### config.mk
export PLATFORM = sky130hd
export DESIGN_NAME = game_flow_ctrl_flat
export DESIGN_NICKNAME = d
export VERILOG_FILES = /design/src/rtl/game_flow_if.sv /design/src/rtl/game_flow_ctrl.sv /design/src/flat_wrapper.sv
export SDC_FILE = /design/constraint.sdc
export NUM_CORES = 1
export LEC_CHECK = 0
export CAP_MARGIN = 20
export CORE_MARGIN = 10
export CORE_UTILIZATION = 25
export CTS_CLUSTER_DIAMETER = 200
export CTS_CLUSTER_SIZE = 20
export DETAILED_ROUTE_END_ITERATION = 7
export GPL_TIMING_DRIVEN = 0
export PLACE_DENSITY = 0.54
export RECOVER_POWER = 50
export SYNTH_ARGS = -nofsm -noshare
export SYNTH_HDL_FRONTEND = slang
export SYNTH_SLANG_ARGS = --single-unit
export TNS_END_PERCENT = 10
### constraint.sdc
create_clock -name clk -period 3.1 [get_ports clk]
set_clock_uncertainty 0.2 [all_clocks]
set_input_delay 0.465 -clock clk [delete_from_list [all_inputs] [get_ports clk]]
set_output_delay 0.465 -clock clk [all_outputs]
set_load 0.02 [all_outputs]
### src/rtl/game_flow_if.sv
// Signal bundle between the round sequencer and the hazard detectors / movers / display.
// The master side drives the hazard levels and score; the slave side is the sequencer.
interface game_flow_if #(
    parameter int LIVES_W = 2,
    parameter int SCORE_W = 9
);
    logic               start;
    logic               crash;
    logic               beans_clear;
    logic [SCORE_W-1:0] score;
    logic               run;
    logic               respawn;
    logic               new_game;
    logic [LIVES_W-1:0] lives;
    logic               over;
    logic               win;
    logic [2:0]         state;
    logic [SCORE_W-1:0] best;

    modport master (
        output start, crash, beans_clear, score,
        input  run, respawn, new_game, lives, over, win, state, best
    );

    modport slave (
        input  start, crash, beans_clear, score,
        output run, respawn, new_game, lives, over, win, state, best
    );
endinterface

### src/rtl/game_flow_ctrl.sv
// Round sequencer: start/crash/win handling, lives, freeze timer after a crash,
// grace window after each (re)spawn, and a best-score register across games.
module game_flow_ctrl #(
    parameter int LIVES       = 3,
    parameter int LIVES_W     = 2,
    parameter int DEATH_TICKS = 50000000,
    parameter int GRACE_TICKS = 1000000,
    parameter int CNT_W       = 26,
    parameter int SCORE_W     = 9
) (
    input  logic      clk,
    input  logic      rst,
    game_flow_if.slave bus
);
    // state | meaning
    // IDLE  | waiting for first start press after reset
    // PLAY  | movers enabled, crash ignored while grace timer runs
    // DYING | movers frozen for the death animation
    // OVER  | lives exhausted, waiting for a new start press
    // WIN   | board cleared, waiting for a new start press
    typedef enum logic [2:0] {
        S_IDLE  = 3'd0,
        S_PLAY  = 3'd1,
        S_DYING = 3'd2,
        S_OVER  = 3'd3,
        S_WIN   = 3'd4
    } state_e;

    localparam logic [CNT_W-1:0]   GRACE_LD = CNT_W'(GRACE_TICKS);
    localparam logic [CNT_W-1:0]   DEATH_LD = CNT_W'(DEATH_TICKS - 1);
    localparam logic [LIVES_W-1:0] LIVES_LD = LIVES_W'(LIVES);

    state_e             state_q, state_d;
    logic [CNT_W-1:0]   timer_q, timer_d;
    logic [LIVES_W-1:0] lives_q, lives_d;
    logic [SCORE_W-1:0] best_q, best_d;
    logic               start_q;
    logic               respawn_q, respawn_d;
    logic               new_game_q, new_game_d;
    logic               run_q, over_q, win_q;
    logic               start_rise;
    logic               end_entry;

    assign start_rise = bus.start & ~start_q;

    always_ff @(posedge clk or posedge rst) begin
        if (rst) begin
            state_q    <= S_IDLE;
            timer_q    <= '0;
            lives_q    <= '0;
            best_q     <= '0;
            start_q    <= 1'b0;
            respawn_q  <= 1'b0;
            new_game_q <= 1'b0;
            run_q      <= 1'b0;
            over_q     <= 1'b0;
            win_q      <= 1'b0;
        end else begin
            state_q    <= state_d;
            timer_q    <= timer_d;
            lives_q    <= lives_d;
            best_q     <= best_d;
            start_q    <= bus.start;
            respawn_q  <= respawn_d;
            new_game_q <= new_game_d;
            run_q      <= (state_d == S_PLAY);
            over_q     <= (state_d == S_OVER);
            win_q      <= (state_d == S_WIN);
        end
    end

    always_comb begin
        state_d    = state_q;
        timer_d    = timer_q;
        lives_d    = lives_q;
        best_d     = best_q;
        respawn_d  = 1'b0;
        new_game_d = 1'b0;
        end_entry  = 1'b0;

        case (state_q)
            S_PLAY: begin
                if (timer_q != '0) begin
                    timer_d = timer_q - CNT_W'(1);
                end
                // A cleared board takes priority over a same-cycle crash.
                if (bus.beans_clear) begin
                    state_d = S_WIN;
                end else if (bus.crash && (timer_q == '0)) begin
                    state_d = S_DYING;
                    timer_d = DEATH_LD;
                    if (lives_q != '0) begin
                        lives_d = lives_q - LIVES_W'(1);
                    end
                end
            end
            S_DYING: begin
                if (timer_q == '0) begin
                    if (lives_q == '0) begin
                        state_d = S_OVER;
                    end else begin
                        state_d   = S_PLAY;
                        timer_d   = GRACE_LD;
                        respawn_d = 1'b1;
                    end
                end else begin
                    timer_d = timer_q - CNT_W'(1);
                end
            end
            default: begin
                // IDLE, OVER, WIN and the unused codes all wait for a start press.
                if (start_rise) begin
                    state_d    = S_PLAY;
                    timer_d    = GRACE_LD;
                    lives_d    = LIVES_LD;
                    respawn_d  = 1'b1;
                    new_game_d = 1'b1;
                end else if (state_q != S_OVER && state_q != S_WIN) begin
                    state_d = S_IDLE;
                end
            end
        endcase

        end_entry = (state_d != state_q) && (state_d == S_OVER || state_d == S_WIN);
        if (end_entry && (bus.score > best_q)) begin
            best_d = bus.score;
        end
    end

    assign bus.run      = run_q;
    assign bus.respawn  = respawn_q;
    assign bus.new_game = new_game_q;
    assign bus.lives    = lives_q;
    assign bus.over     = over_q;
    assign bus.win      = win_q;
    assign bus.state    = state_q;
    assign bus.best     = best_q;
endmodule

### src/flat_wrapper.sv
// flat-port wrapper written by rule: the top's interface ports become plain ports
module game_flow_ctrl_flat 
#(
    parameter int LIVES       = 3,
    parameter int LIVES_W     = 2,
    parameter int DEATH_TICKS = 50000000,
    parameter int GRACE_TICKS = 1000000,
    parameter int CNT_W       = 26,
    parameter int SCORE_W     = 9
)
  (clk, rst, bus_start, bus_crash, bus_beans_clear, bus_score, bus_run, bus_respawn, bus_new_game, bus_lives, bus_over, bus_win, bus_state, bus_best);
  game_flow_if #(.LIVES_W(LIVES_W), .SCORE_W(SCORE_W)) bus_i ();
  input  logic clk;
  input  logic rst;
  input wire logic [$bits(bus_i.start)-1:0] bus_start;
  input wire logic [$bits(bus_i.crash)-1:0] bus_crash;
  input wire logic [$bits(bus_i.beans_clear)-1:0] bus_beans_clear;
  input wire logic [$bits(bus_i.score)-1:0] bus_score;
  output wire logic [$bits(bus_i.run)-1:0] bus_run;
  output wire logic [$bits(bus_i.respawn)-1:0] bus_respawn;
  output wire logic [$bits(bus_i.new_game)-1:0] bus_new_game;
  output wire logic [$bits(bus_i.lives)-1:0] bus_lives;
  output wire logic [$bits(bus_i.over)-1:0] bus_over;
  output wire logic [$bits(bus_i.win)-1:0] bus_win;
  output wire logic [$bits(bus_i.state)-1:0] bus_state;
  output wire logic [$bits(bus_i.best)-1:0] bus_best;
  assign bus_i.start = bus_start;
  assign bus_i.crash = bus_crash;
  assign bus_i.beans_clear = bus_beans_clear;
  assign bus_i.score = bus_score;
  assign bus_run = bus_i.run;
  assign bus_respawn = bus_i.respawn;
  assign bus_new_game = bus_i.new_game;
  assign bus_lives = bus_i.lives;
  assign bus_over = bus_i.over;
  assign bus_win = bus_i.win;
  assign bus_state = bus_i.state;
  assign bus_best = bus_i.best;
  game_flow_ctrl #(.LIVES(LIVES), .LIVES_W(LIVES_W), .DEATH_TICKS(DEATH_TICKS), .GRACE_TICKS(GRACE_TICKS), .CNT_W(CNT_W), .SCORE_W(SCORE_W)) u_core (.clk(clk), .rst(rst), .bus(bus_i));
endmodule
Word-level counts from Yosys, hierarchy flattened
Index checks and enable logic that the tools add are counted. W data, S select, Z words.

Bitwise logic cells: 3. Equal/unequal tests: 12. $add $sub $neg: 2. Multiplexer cells: 24. Order comparisons: 1. Reductions and logical operators: 14.

Operator list (number): $mux W26 (6); $pmux W26 S2 (1); $logic_not A26 Y1 (1); $reduce_bool A26 Y1 (1); $sub A26 B1 Y26 const B (1); $mux W3 (5); $mux W2 (5); $gt A9 B9 Y1 (1); $eq A3 B1 Y1 const B (2); $eq A3 B2 Y1 const B (2); $ne A3 B3 Y1 const B (2); $pmux W3 S2 (1); $reduce_and A5 Y1 (1); $logic_and A1 B1 Y1 (4); $mux W1 (4); $ne A2 B1 Y1 const B (2); $pmux W2 S2 (1); $reduce_bool A2 Y1 (2); $eq A3 B3 Y1 const B (1); $ne A3 B2 Y1 const B (1); $ne A3 B3 Y1 (1); $reduce_bool A3 Y1 (1); $logic_not A2 Y1 (1); $ne A2 B2 Y1 const B (1); other kinds (7) (8).

Output and inout bits: 19. Word-level logic and storage cells: 66. Input bits: 14. Register bits: 46.

Longest topological paths before layout
Word-level depth: 9. Depth in mapped cells: 9. Gate-level depth less buffers: 9.

Worst setup path before layout
No wires, ideal clock.

Path kind: reg2reg. Start point: reg u_core.timer_q[0]. End point: reg u_core.best_q[0], in the netlist u_core.bus.best[0]. Setup time: 0.125 ns. Period minus slack after synthesis: 3.075 ns. Setup slack: 0.025 ns. Stages on the path, launching flop included: 10. Data required time: 2.775 ns. Arrival time: 2.750 ns. Buffers on the path: 2. Cell sequence: dfrtp_1 -> inv_1 -> ha_1 -> or3b_2 -> buf_1 -> or3_4 -> buf_6 -> a211o_1 -> a221oi_4 -> mux2_2.

Cells in the longest elaborated chain, start to end: 9. Elaborated cells on any way between the ends: 12. Classes of those cells: 3 x eq/ne; 4 x mux; 5 x reduce/logical.

RTL lines: start, declared (line game_flow_ctrl.sv:34) `logic [CNT_W-1:0] timer_q, timer_d;`; start signal, assigned (line game_flow_ctrl.sv:60) `timer_q <= timer_d;`; $logic_not A26 Y1 (*) (line game_flow_ctrl.sv:89, game_flow_ctrl.sv:98); $logic_and A1 B1 Y1 (line game_flow_ctrl.sv:89) `end else if (bus.crash && (timer_q == '0)) begin`; $mux W3 (line game_flow_ctrl.sv:89); $mux W3 (line game_flow_ctrl.sv:87) `if (bus.beans_clear) begin`; $pmux W3 S2 (*) (line game_flow_ctrl.sv:81) `case (state_q)`; $eq A3 B2 Y1 / $eq A3 B3 Y1 (equally long branches) (line game_flow_ctrl.sv:124) `end_entry = (state_d != state_q) && (state_d == S_OVER || state_d == S_WIN);`; $logic_or A1 B1 Y1 (line game_flow_ctrl.sv:124); $logic_and A1 B1 Y1 (*) (line game_flow_ctrl.sv:124); $logic_and A1 B1 Y1 (*) (line game_flow_ctrl.sv:125) `if (end_entry && (bus.score > best_q)) begin`; end signal, assigned (line game_flow_ctrl.sv:62) `best_q <= best_d;`; end, declared (line game_flow_ctrl.sv:36) `logic [SCORE_W-1:0] best_q, best_d;`.

Mark *: on every way between the ends. The rest lies on a longest branch, timed or not. A chain may end at the register's enable or synchronous reset.

Final worst setup path
Start point: reg u_core.timer_q[13]. End point: reg u_core.best_q[7], in the netlist u_core.bus.best[7].

The elaborated chain is that of the path after synthesis.

==> results.toml <==
[status]
status = "finished, final reports clean"

[die]
initial_core_util_pct = 25.8
row_count = 38
coreArea_mm2 = 0.0109
pin_count = 33
die_w_um = 126
fp.dieH_um = 126
dieArea_mm2 = 0.0159

[clock_network]
cts_tree = "yes"
cts.path.max_buffers = 2
cts_sinks = 46
cts-root-buf = "clkbuf_8"
htree_num_levels = 2
path_clk_slew_ns = 0.10
numCtsBuffers = 5
clkLatencyLatePin_ns = 0.31

[sta]
finalCritPeriodShare_pct = 100
rsz0062_at_grt = "yes"
max_freq_ghz = 0.323
period_minus_slack_ns = 3.10
report.final.slew_viol_count = 0
worst_slew_pin_slew_ns = 0.822
finalHoldViolCount = 0
finalSetupViolCount = 0
slew_headroom_pct = 45.1

[route]
dr_total_vias = 2516
drt_iter0_drc = 139
ant_nets = 0
route.detailed.drc = 0
wl_per_cell_um = 15.6
firstDrtPassIters = 5
vias_per_cell = 5.01
routed_wl_um = 7820

[critical_path]
cp_max_fo = 10
reg2reg_depth = 8
r2r-end = "u_core.bus.best[7]$_DFFE_PP0P_"
critPathCaptureType = "flop"
rr_startpoint = "u_core.timer_q[13]$_DFFE_PP0P_"
cp_data_required_time_ns = 3.09
critPathSlowestCell = "dfrtp_2"
cpLargestDelayFamily = "simple AND/OR/NAND/NOR gates"
startpoint_type = "flop"
critPathBufInv = 2
cp.arrival_ns = 3.09
reg2reg_slack_ns = 0.001
path_cells = "nor4_4 > nand4_4 > or3_4 > buf_6 > a211o_1 > a221oi_4 > bufbuf_16 > mux2_2"
crit_type = "reg2reg"
crit_path_max_incr_delay_ns = 0.46

[synthesis]
synth_top_cell_by_area = "dfrtp_1"
ys_seq_area_share_pct = 41.1
synth_top_area_share_pct = 41.1
synthTopCellsByArea = "dfrtp_1 (41%), ha_1 (5.8%), a21oi_1 (5.0%), o21ai_0 (5.0%), nor2_1 (5.0%)"
synth_nets = 340
synth_flop_cell = "dfrtp_1"
yosys_warnings = 0
synth_area_per_cell_um2 = 8.96
synth.ff_latch_count = 46
async_flop_share_pct = 100
synth_edf_count = 0
synth_cells = 313
synth_cell_types = 50
syn_area_mm2 = 0.00280

[cells_and_area]
syn2layout_area_growth_pct = 27.8
fin_util_pct = 32.9
final_layout_size_suffix_gt1_share_pct = 12.7
post-route-cell-area_mm2 = 0.00358
regArea_mm2 = 0.00115
antennaDiodeCount = 0
nFillCells = 1114
fin_nets = 388
multi_input_area_mm2 = 0.00160

[pwr]
p_switching_uw = 1300
power.density_mw_per_mm2 = 831
p_int_uw = 1680
pwr-share-comb_pct = 54.1
power_leakage_uw = 0.00152
ir_drop_v = 0.000226
pwr-share-clk_pct = 14.3
power_frac_seq_pct = 31.6
power.share.switching_pct = 43.7

[min_path]
hold_path_class = "reg2reg"
whs_path_depth = 1
min_to = "u_core.bus.best[8]$_DFFE_PP0P_"
min_from = "u_core.bus.best[8]$_DFFE_PP0P_"

[global_routing]
grt_overflow_total = 0
track_usage_pct = 9.82
gr-usage-met2_pct = 16.5
top_usage_layer = "met2"
grt_pass1_wl_um = 13200
grt_use_met3_pct = 1.47
met1_usage_pct = 12.3
grt_max_degree = 27
antenna_found_initial = 0
grt_pass1_vias = 2511

[placed_design]
dp.final_hpwl_um = 5790
finalWeightedCongestion = 0.850
dpl_cell_area_mm2 = 0.00334
port_buffers = 32

[run]
max_cap_viol_count = 0
==> cell usage in the layout (no fill, tap or decap), types with 3 or more instances in the layout <==
cell type / instances
a211o_1: 3
a21oi_1: 28
a31oi_1: 5
buf_2: 3
buf_4: 4
clkbuf_1: 7
clkbuf_8: 7
clkdlybuf4s50_1: 29
dfrtp_1: 45
dlygate4sd3_1: 3
ha_1: 13
inv_1: 18
mux2_2: 8
mux2i_1: 3
nand2_1: 16
nand2b_1: 3
nand3_1: 7
nand4_1: 5
nor2_1: 36
nor2b_1: 4
nor3_1: 13
nor3_2: 3
nor3b_1: 5
nor4_1: 5
nor4_4: 3
o21ai_0: 27
o22a_1: 3
o31ai_1: 3
xor2_1: 4
==> area by class of cell <==
cell class	instances	area share [%]
sequential	46	32.1
timing repair buffer	42	12.0
inverter	19	1.99
clock inverter	1	0.244
multi-input combinational	237	44.6
tap	140	4.89
clock buffer	7	2.69
buffer	10	1.50
==> layer usage <==
layer | vias to the layer above | share of wire [%]
met1 | 1211 | 46
met4 | 0 | 1.5
li1 | 1243 | -
met5 | - | 0
met2 | 54 | 49
met3 | 8 | 3.2
==> kinds of logic after synthesis <==
family / count (synthesis) / synth area share (%)
AOI/OAI and AO/OA: 90 / 20.2
xor gates and xnor gates: 6 / 1.87
adders and majority gates: 13 / 5.80
buffers and inverters: 30 / 4.60
DFF: 46 / 41.1
muxes: 12 / 4.69
and+or+nand+nor: 116 / 21.8
==> registers in the layout (all words and copies together) (netlist names) <==
register             cells
u_core.bus.best          9
u_core.bus.lives         2
u_core.bus.win           1
u_core.bus.run           1
u_core.timer_q          26
u_core.bus.over          1
u_core.start_q           1
u_core.bus.new_game      1
u_core.bus.state         3
u_core.bus.respawn       1
==> worst register-to-register path: stages, from the launching register on <==
cell,delay [ns]
dfrtp_2,0.46
nor4_4,0.38
nand4_4,0.22
or3_4,0.46
buf_6,0.16
a211o_1,0.29
a221oi_4,0.21
bufbuf_16,0.30
mux2_2,0.32
==> power groups by stage <==
stage	logic, uW	clock network (uW)	registers, uW
after floorplan	909	0	1020
after global placement	1490	0	935
after detailed placement	1510	0	938
after CTS	1610	440	944
after global routing	1790	463	972
final	1610	427	942
==> Yosys cell counts (all sizes together) (7+ instances only) <==
library cell	number
ha	13
mux2	9
nor3	16
inv	19
a21oi	28
nor2	37
dfrtp	46
nand2	16
o21ai	28
clkbuf	7
nor4	8
nand3	8
==> per-stage QoR <==
stage	setup WS [ns]	setup TNS, ns	power, uW	std cells	hold slack [ns]
6_report	0.00140	0	2980	502	0.335
5_1_grt	-0.117	-0.889	3230	502	0.369
4_1_cts	0.00114	0	2990	501	0.304
3_5_place_dp	-0.661	-14.10	2450	488	0.298
3_3_place_gp	-0.691	-17.77	2420	485	0.302
2_1_floorplan	0.0251	0	1930	313	0.271
==> worst max-delay path by stage <==
| stage | slack (ns) | start | endpoint | depth (start not counted) |
|---|---|---|---|---|
| 3_3_place_gp | -0.69 | u_core.bus.state[1]$_DFF_PP0_ | u_core.timer_q[20]$_DFFE_PP0P_ | 5 |
| 4_1_cts | 0.001 | u_core.timer_q[13]$_DFFE_PP0P_ | u_core.bus.best[0]$_DFFE_PP0P_ | 8 |
| 5_1_grt | -0.12 | u_core.timer_q[10]$_DFFE_PP0P_ | u_core.bus.best[6]$_DFFE_PP0P_ | 8 |
| 3_5_place_dp | -0.66 | u_core.timer_q[6]$_DFFE_PP0P_ | u_core.timer_q[5]$_DFFE_PP0P_ | 7 |
| 6_report | 0.001 | u_core.timer_q[13]$_DFFE_PP0P_ | u_core.bus.best[7]$_DFFE_PP0P_ | 8 |
| 2_1_floorplan | 0.03 | u_core.timer_q[0]$_DFFE_PP0P_ | u_core.bus.best[0]$_DFFE_PP0P_ | 9 |
==> repair_timing <==
item,in CTS,in global routing
endpoints found under the setup margin,38,20
cloned,1,0
hold buffers,0,0
pin swaps,2,2
setup buffers,5,0
gates resized for setup,15,1
(Power assumes the default switching activity.)
